==> config.mk <==
export PLATFORM = sky130hd
export DESIGN_NAME = diff_symbol_mapper
export DESIGN_NICKNAME = d
export VERILOG_FILES = /design/src/rtl/diff_pkg.sv /design/src/rtl/diff_symbol_lut.sv /design/src/rtl/diff_symbol_mapper.sv
export SDC_FILE = /design/constraint.sdc
export NUM_CORES = 1
export LEC_CHECK = 0
export ABC_AREA = 0
export BUFFER_PORTS_ARGS = -buffer_cell sky130_fd_sc_hd__buf_2
export CORE_ASPECT_RATIO = 0.5
export CORE_MARGIN = 2
export CORE_UTILIZATION = 39
export CTS_CLUSTER_SIZE = 14
export DETAILED_ROUTE_END_ITERATION = 6
export PLACE_DENSITY = 0.72
export SYNTH_ARGS = -nofsm -noshare
export SYNTH_HDL_FRONTEND = slang
export SYNTH_SLANG_ARGS = --single-unit
export TNS_END_PERCENT = 10
==> constraint.sdc <==
create_clock -name clk_bb -period 2.5 [get_ports clk_bb]
set_input_delay 0.125 -clock clk_bb [delete_from_list [all_inputs] [get_ports clk_bb]]
set_output_delay 0.125 -clock clk_bb [all_outputs]
set_load 0.01 [all_outputs]
==> src/rtl/diff_pkg.sv <==
// Shared definitions for the differential PSK chain: mode codes, Q1.15 constants,
// the packed {I,Q} sample type and the Gray-coded dibit mapper.
package diff_pkg;

    localparam logic [2:0] MODE_DBPSK = 3'd0;
    localparam logic [2:0] MODE_DQPSK = 3'd1;

    localparam logic signed [15:0] Q15_P1 = 16'sd32767;
    localparam logic signed [15:0] Q15_M1 = -16'sd32767;
    localparam logic signed [15:0] Q15_Z0 = 16'sd0;

    typedef struct packed {
        logic signed [15:0] i;
        logic signed [15:0] q;
    } iq_t;

    typedef enum logic {
        ST_IDLE = 1'b0,
        ST_EMIT = 1'b1
    } mapper_state_t;

    // Gray mapping: 00 -> +1, 01 -> +j, 11 -> -1, 10 -> -j, scaled by amp.
    function automatic iq_t map_dibit(input logic [1:0] dibit, input logic signed [15:0] amp);
        iq_t                s;
        logic signed [15:0] neg;
        neg = -amp;
        s.i = Q15_Z0;
        s.q = Q15_Z0;
        case (dibit)
            2'b00:   s.i = amp;
            2'b01:   s.q = amp;
            2'b11:   s.i = neg;
            default: s.q = neg;
        endcase
        return s;
    endfunction

endpackage

==> src/rtl/diff_symbol_lut.sv <==
// Combinational symbol lookup: leading bits of the current byte plus mode -> {I,Q}.
module diff_symbol_lut
    import diff_pkg::*;
#(
    parameter logic signed [15:0] AMP = 16'sd32767
) (
    input  logic [1:0] bits,
    input  logic [2:0] mode,
    output iq_t        sym
);

    // A DBPSK bit b is the dibit {b,b}: 00 gives +AMP and 11 gives -AMP on I.
    always_comb begin
        if (mode == MODE_DQPSK) begin
            sym = map_dibit(bits, AMP);
        end else begin
            sym = map_dibit({bits[1], bits[1]}, AMP);
        end
    end

endmodule

==> src/rtl/diff_symbol_mapper.sv <==
// Byte stream to differential phase-increment symbols (DBPSK 8 or DQPSK 4 per byte),
// with a registered AXI-Stream style output and a running accepted-symbol count.
module diff_symbol_mapper
    import diff_pkg::*;
#(
    parameter logic signed [15:0] AMP       = 16'sd32767,
    parameter bit                 MSB_FIRST = 1'b1
) (
    input  logic        clk_bb,
    input  logic        rst_n,
    input  logic        enable,
    input  logic [2:0]  mode,
    input  logic        in_valid,
    output logic        in_ready,
    input  logic [7:0]  in_data,
    input  logic        in_last,
    output logic        out_valid,
    input  logic        out_ready,
    output logic [31:0] out_data,
    output logic        out_last,
    output logic        mode_err,
    output logic [31:0] sym_count
);

    mapper_state_t state_q, state_d;
    logic [7:0]    shift_q, shift_d;
    logic [3:0]    sym_left_q, sym_left_d;
    logic          last_q, last_d;
    logic [2:0]    mode_q, mode_d;
    iq_t           out_data_q, out_data_d;
    logic          out_last_q, out_last_d;
    logic          mode_err_q, mode_err_d;
    logic [31:0]   sym_count_q, sym_count_d;

    logic          legal_mode;
    logic          accept;
    logic          fire;
    logic          load;
    logic [7:0]    in_bits;
    iq_t           lut_sym;

    assign legal_mode = (mode == MODE_DBPSK) || (mode == MODE_DQPSK);
    assign in_ready   = enable && legal_mode &&
                        ((state_q == ST_IDLE) || ((sym_left_q == 4'd1) && out_ready));
    assign accept     = in_valid && in_ready;
    assign fire       = (state_q == ST_EMIT) && out_ready;

    // The shift register always consumes from bit 7, so LSB-first bytes are reversed on load.
    always_comb begin
        in_bits = in_data;
        if (!MSB_FIRST) begin
            for (int k = 0; k < 8; k++) begin
                in_bits[k] = in_data[7 - k];
            end
        end
    end

    always_comb begin
        state_d     = state_q;
        shift_d     = shift_q;
        sym_left_d  = sym_left_q;
        last_d      = last_q;
        mode_d      = mode_q;
        sym_count_d = sym_count_q;
        load        = 1'b0;
        mode_err_d  = mode_err_q ||
                      ((state_q == ST_IDLE) && enable && in_valid && !legal_mode);

        case (state_q)
            ST_IDLE: begin
                if (accept) begin
                    load = 1'b1;
                end
            end
            ST_EMIT: begin
                if (fire) begin
                    sym_count_d = sym_count_q + 32'd1;
                    if (sym_left_q == 4'd1) begin
                        if (accept) begin
                            load = 1'b1;
                        end else begin
                            state_d = ST_IDLE;
                        end
                    end else begin
                        shift_d    = (mode_q == MODE_DQPSK) ? {shift_q[5:0], 2'b00}
                                                            : {shift_q[6:0], 1'b0};
                        sym_left_d = sym_left_q - 4'd1;
                    end
                end
            end
            default: state_d = ST_IDLE;
        endcase

        // Mode is captured per byte so a mid-byte change only affects the next byte.
        if (load) begin
            state_d    = ST_EMIT;
            shift_d    = in_bits;
            last_d     = in_last;
            mode_d     = mode;
            sym_left_d = (mode == MODE_DQPSK) ? 4'd4 : 4'd8;
        end
    end

    diff_symbol_lut #(
        .AMP (AMP)
    ) u_lut (
        .bits (shift_d[7:6]),
        .mode (mode_d),
        .sym  (lut_sym)
    );

    // Output register follows the next symbol; when stalled shift_d equals shift_q so it holds.
    always_comb begin
        out_data_d = out_data_q;
        out_last_d = out_last_q;
        if (state_d == ST_EMIT) begin
            out_data_d = lut_sym;
            out_last_d = last_d && (sym_left_d == 4'd1);
        end
    end

    always_ff @(posedge clk_bb) begin
        if (!rst_n) begin
            state_q     <= ST_IDLE;
            shift_q     <= '0;
            sym_left_q  <= '0;
            last_q      <= 1'b0;
            mode_q      <= MODE_DBPSK;
            out_data_q  <= '0;
            out_last_q  <= 1'b0;
            mode_err_q  <= 1'b0;
            sym_count_q <= '0;
        end else begin
            state_q     <= state_d;
            shift_q     <= shift_d;
            sym_left_q  <= sym_left_d;
            last_q      <= last_d;
            mode_q      <= mode_d;
            out_data_q  <= out_data_d;
            out_last_q  <= out_last_d;
            mode_err_q  <= mode_err_d;
            sym_count_q <= sym_count_d;
        end
    end

    assign out_valid = (state_q == ST_EMIT);
    assign out_data  = out_data_q;
    assign out_last  = out_last_q;
    assign mode_err  = mode_err_q;
    assign sym_count = sym_count_q;

endmodule
==> results.md <==
* Detailed-route DRC error count at 0
* Initial DRC Count at 131
* Post-synth ARST share at 0
* Cells after synthesis at 343
* Sequential area share after synthesis at 0.394
* CP Class: reg -> reg
* Core Box Area at 0.00727 mm2
* CTS root buf: clkbuf_16
* Antenna cells at 0
* Final net count at 432
* HPWL after DPL at 4.71 mm
* PwrDens at 600 mW/mm2
* Cell area after placement at 0.00326 mm2
* Die span in x at 126 um
* Critical path data arrival time at 2.47 ns
* CP Max Fanout at 6
* Setup_tns at 0 ns
* Status: completed
* Die area at 0.00818 mm2
* Crit. End Element: register
* # port buffers at 84
* Tcrit/Tclk final at 0.902
* Initial antenna violation count at 0
* Main synth FF type: dfxtp_1
* Rows at 22
* Synth warn at 0
* Die Y at 65.0 um
* CP most frequent cell: inv_1
* Worst hold path type: in -> reg
* Crit-path leading delay family: compound AO/OA/AOI/OAI gates
* DRT antenna net count at 0
* Number of top-level pins at 85
* Fmax at 443 MHz
* Syn Nets at 367
* CTS tree: done
* Largest net degree at the start of global routing at 25
* Total number of vias at 2515
* Synth unique cells at 47
* Drt wl/cell at 12.9 um
* Final setup viols at 0
* Post-Layout Cell Count at 509
* Layout cells sized above 1 at 0.286
* Relative max-transition margin at 0.562
* Crit path cell chain: inv_1 > ha_1 > and4bb_2 > o21ba_2 > a211oi_2 > a21o_1 > inv_1 > ha_1 > inv_1 > o221a_2 > nor2_1
* Clk_lat worst skew at 0.32 ns
* Most common cell after layout, fill and taps aside: buf_2
* DR vias/cell at 4.94
* Met2 WL at 3.18 mm
* Setup Buffers After CTS at 0
* Buf/Inv on CP at 3
* First-pass GRT wire length at 10.9 mm
* Area growth syn-to-layout at 21.5%
* WP data required at 2.71 ns
* Syn Area/Cell at 8.45 um2
* Slew @ Worst Pin at 0.653 ns
* H-tree depth at 3
* Routability congestion estimate from global placement at 0.787
* Num Clock Sinks at 57
* Final instance area at 0.00352 mm2
* CTS buffer count at 9
* Minimum clock period at 2.26 ns
* Synthesized area at 0.00290 mm2
* CTS max path bufs at 2
* Met3 wire length at 239 um
* Highest ir drop seen on vdd at 0.351 mV
* Slowest CP cell: dfxtp_1
* Synthesized flop and latch total at 57
* Worst setup SP type: register
* Final Power at 2.11 mW
* Fin util at 0.485
* Placed Cells at 493
* RSZ-0062 raised after global routing: false
* Final hold violation count at 0
* Routed wire length at 6.57 mm
* Initial core utilization at 0.399
* Fin. max-slew vios at 0
* GRT overflow at 0
* Fillers at 707
* CP max stage delay at 0.34 ns
* Worst Skew at 0.00620 ns
* Vias in the first global route at 2362
* Max Cap Violations at 0
* First-pass DRT Iterations at 4
* Top layer in use: met4
* Post-synth EDFFs at 0
* P_leak at 1.55 nW
* CTS clk-pin slew, worst paths at 0.05 ns
* Met1 WL at 3.04 mm
* Most frequent cells in the layout: 84 x buf_2, 57 x dfxtp_1, 39 x nor2_1
* GR Util All Layers at 0.167
## where the power goes
group | switching (mW) | leakage, nW | total [mW] | internal, mW
Combinational | 0.0751 | 0.961 | 0.127 | 0.0516
Sequential | 0.0116 | 0.460 | 0.935 | 0.923
Clock | 0.391 | 0.130 | 1.05 | 0.661
Total | 0.478 | 1.55 | 2.11 | 1.64
## cell type report
type | instances | area (um2) | area share
tap | 96 | 120 | 0.0341
timing repair buffer | 93 | 488 | 0.139
sequential | 57 | 1140 | 0.324
multi-input combinational | 235 | 1470 | 0.418
clock buffer | 12 | 236 | 0.0671
clock inverter | 4 | 20.0 | 0.00568
inverter | 12 | 45.0 | 0.0128
## worst paths after layout
| check | startpoint | endpoint | slack [ns] | cells after the start |
|---|---|---|---|---|
| setup / recovery | sym_left_q[1]$_SDFF_PN0_ | out_data[30]$_SDFFE_PN0P_ | 0.24 | 11 |
| hold / removal | in_data[0] | shift_q[0]$_SDFFE_PN0P_ | 0.04 | 3 |
| setup reg to reg | sym_left_q[1]$_SDFF_PN0_ | out_data[30]$_SDFFE_PN0P_ | 0.24 | 11 |
| hold reg to reg | mode_q[0]$_SDFF_PN0_ | mode_q[0]$_SDFF_PN0_ | 0.46 | 2 |
## routing by layer
layer | vias to the layer above | GRT usage
li1 | 1291 | -
met1 | 1159 | 0.192
met2 | 52 | 0.298
met3 | 13 | 0.0429
met4 | 0 | 0.0742
met5 | - | 0
## logic make-up after synthesis
| logic type | share of synthesized area |
|---|---|
| xor gates and xnor gates | 0.0665 |
| and+or+nand+nor | 0.263 |
| adders and majority gates | 0.0302 |
| DFF | 0.394 |
| AOI/OAI and AO/OA | 0.111 |
| muxes | 0.0350 |
| buffers and inverters | 0.101 |
## tightest hold or removal path, delay by kind of cell
kind | cells | cell delay (ns)
AOI/OAI and AO/OA | 1 | 0.05
buffers and inverters | 1 | 0.07
and+or+nand+nor | 1 | 0.07
## Yosys cell counts, drive strengths merged, types with 2 or more instances
library cell | instances | area share
dfxtp | 57 | 0.39
nor2 | 39 | 0.050
nand2 | 30 | 0.039
buf | 28 | 0.071
a21oi | 20 | 0.035
o21ai | 16 | 0.028
nand3 | 14 | 0.024
nand4 | 12 | 0.031
xnor2 | 12 | 0.036
clkbuf | 11 | 0.014
inv | 11 | 0.014
nor3 | 10 | 0.023
or3 | 10 | 0.022
xor2 | 10 | 0.030
mux2i | 9 | 0.031
ha | 7 | 0.030
and3 | 6 | 0.013
and2 | 5 | 0.011
o211ai | 4 | 0.010
and4 | 3 | 0.0091
nor3b | 3 | 0.0078
a22oi | 2 | 0.0052
nand2b | 2 | 0.0043
nor4 | 2 | 0.0095
o21ba | 2 | 0.0069
or2 | 2 | 0.0043
or4 | 2 | 0.0052
## through the flow
step                hold slack (ns)  worst slack, ns
finish                       0.0353            0.244
global route                 0.0470           0.0585
CTS                          0.0306            0.149
detailed placement            0.362            0.166
global placement              0.360            0.277
floorplan                     0.261            0.281
## registers in the layout (all words and copies together) (netlist names)
signal and flops:
sym_count 32, shift_q 8, mode_err 1, out_data 6
mode_q 3, sym_left_q 4, out_valid 1, last_q 1
out_last 1
## timing repair
action / 4_1_cts / 5_1_grt
hold buffers: 0 / 0
setup endpoints to repair: 0 / 1
gates resized for setup: 0 / 1
Power figures use the tool's default switching activity.
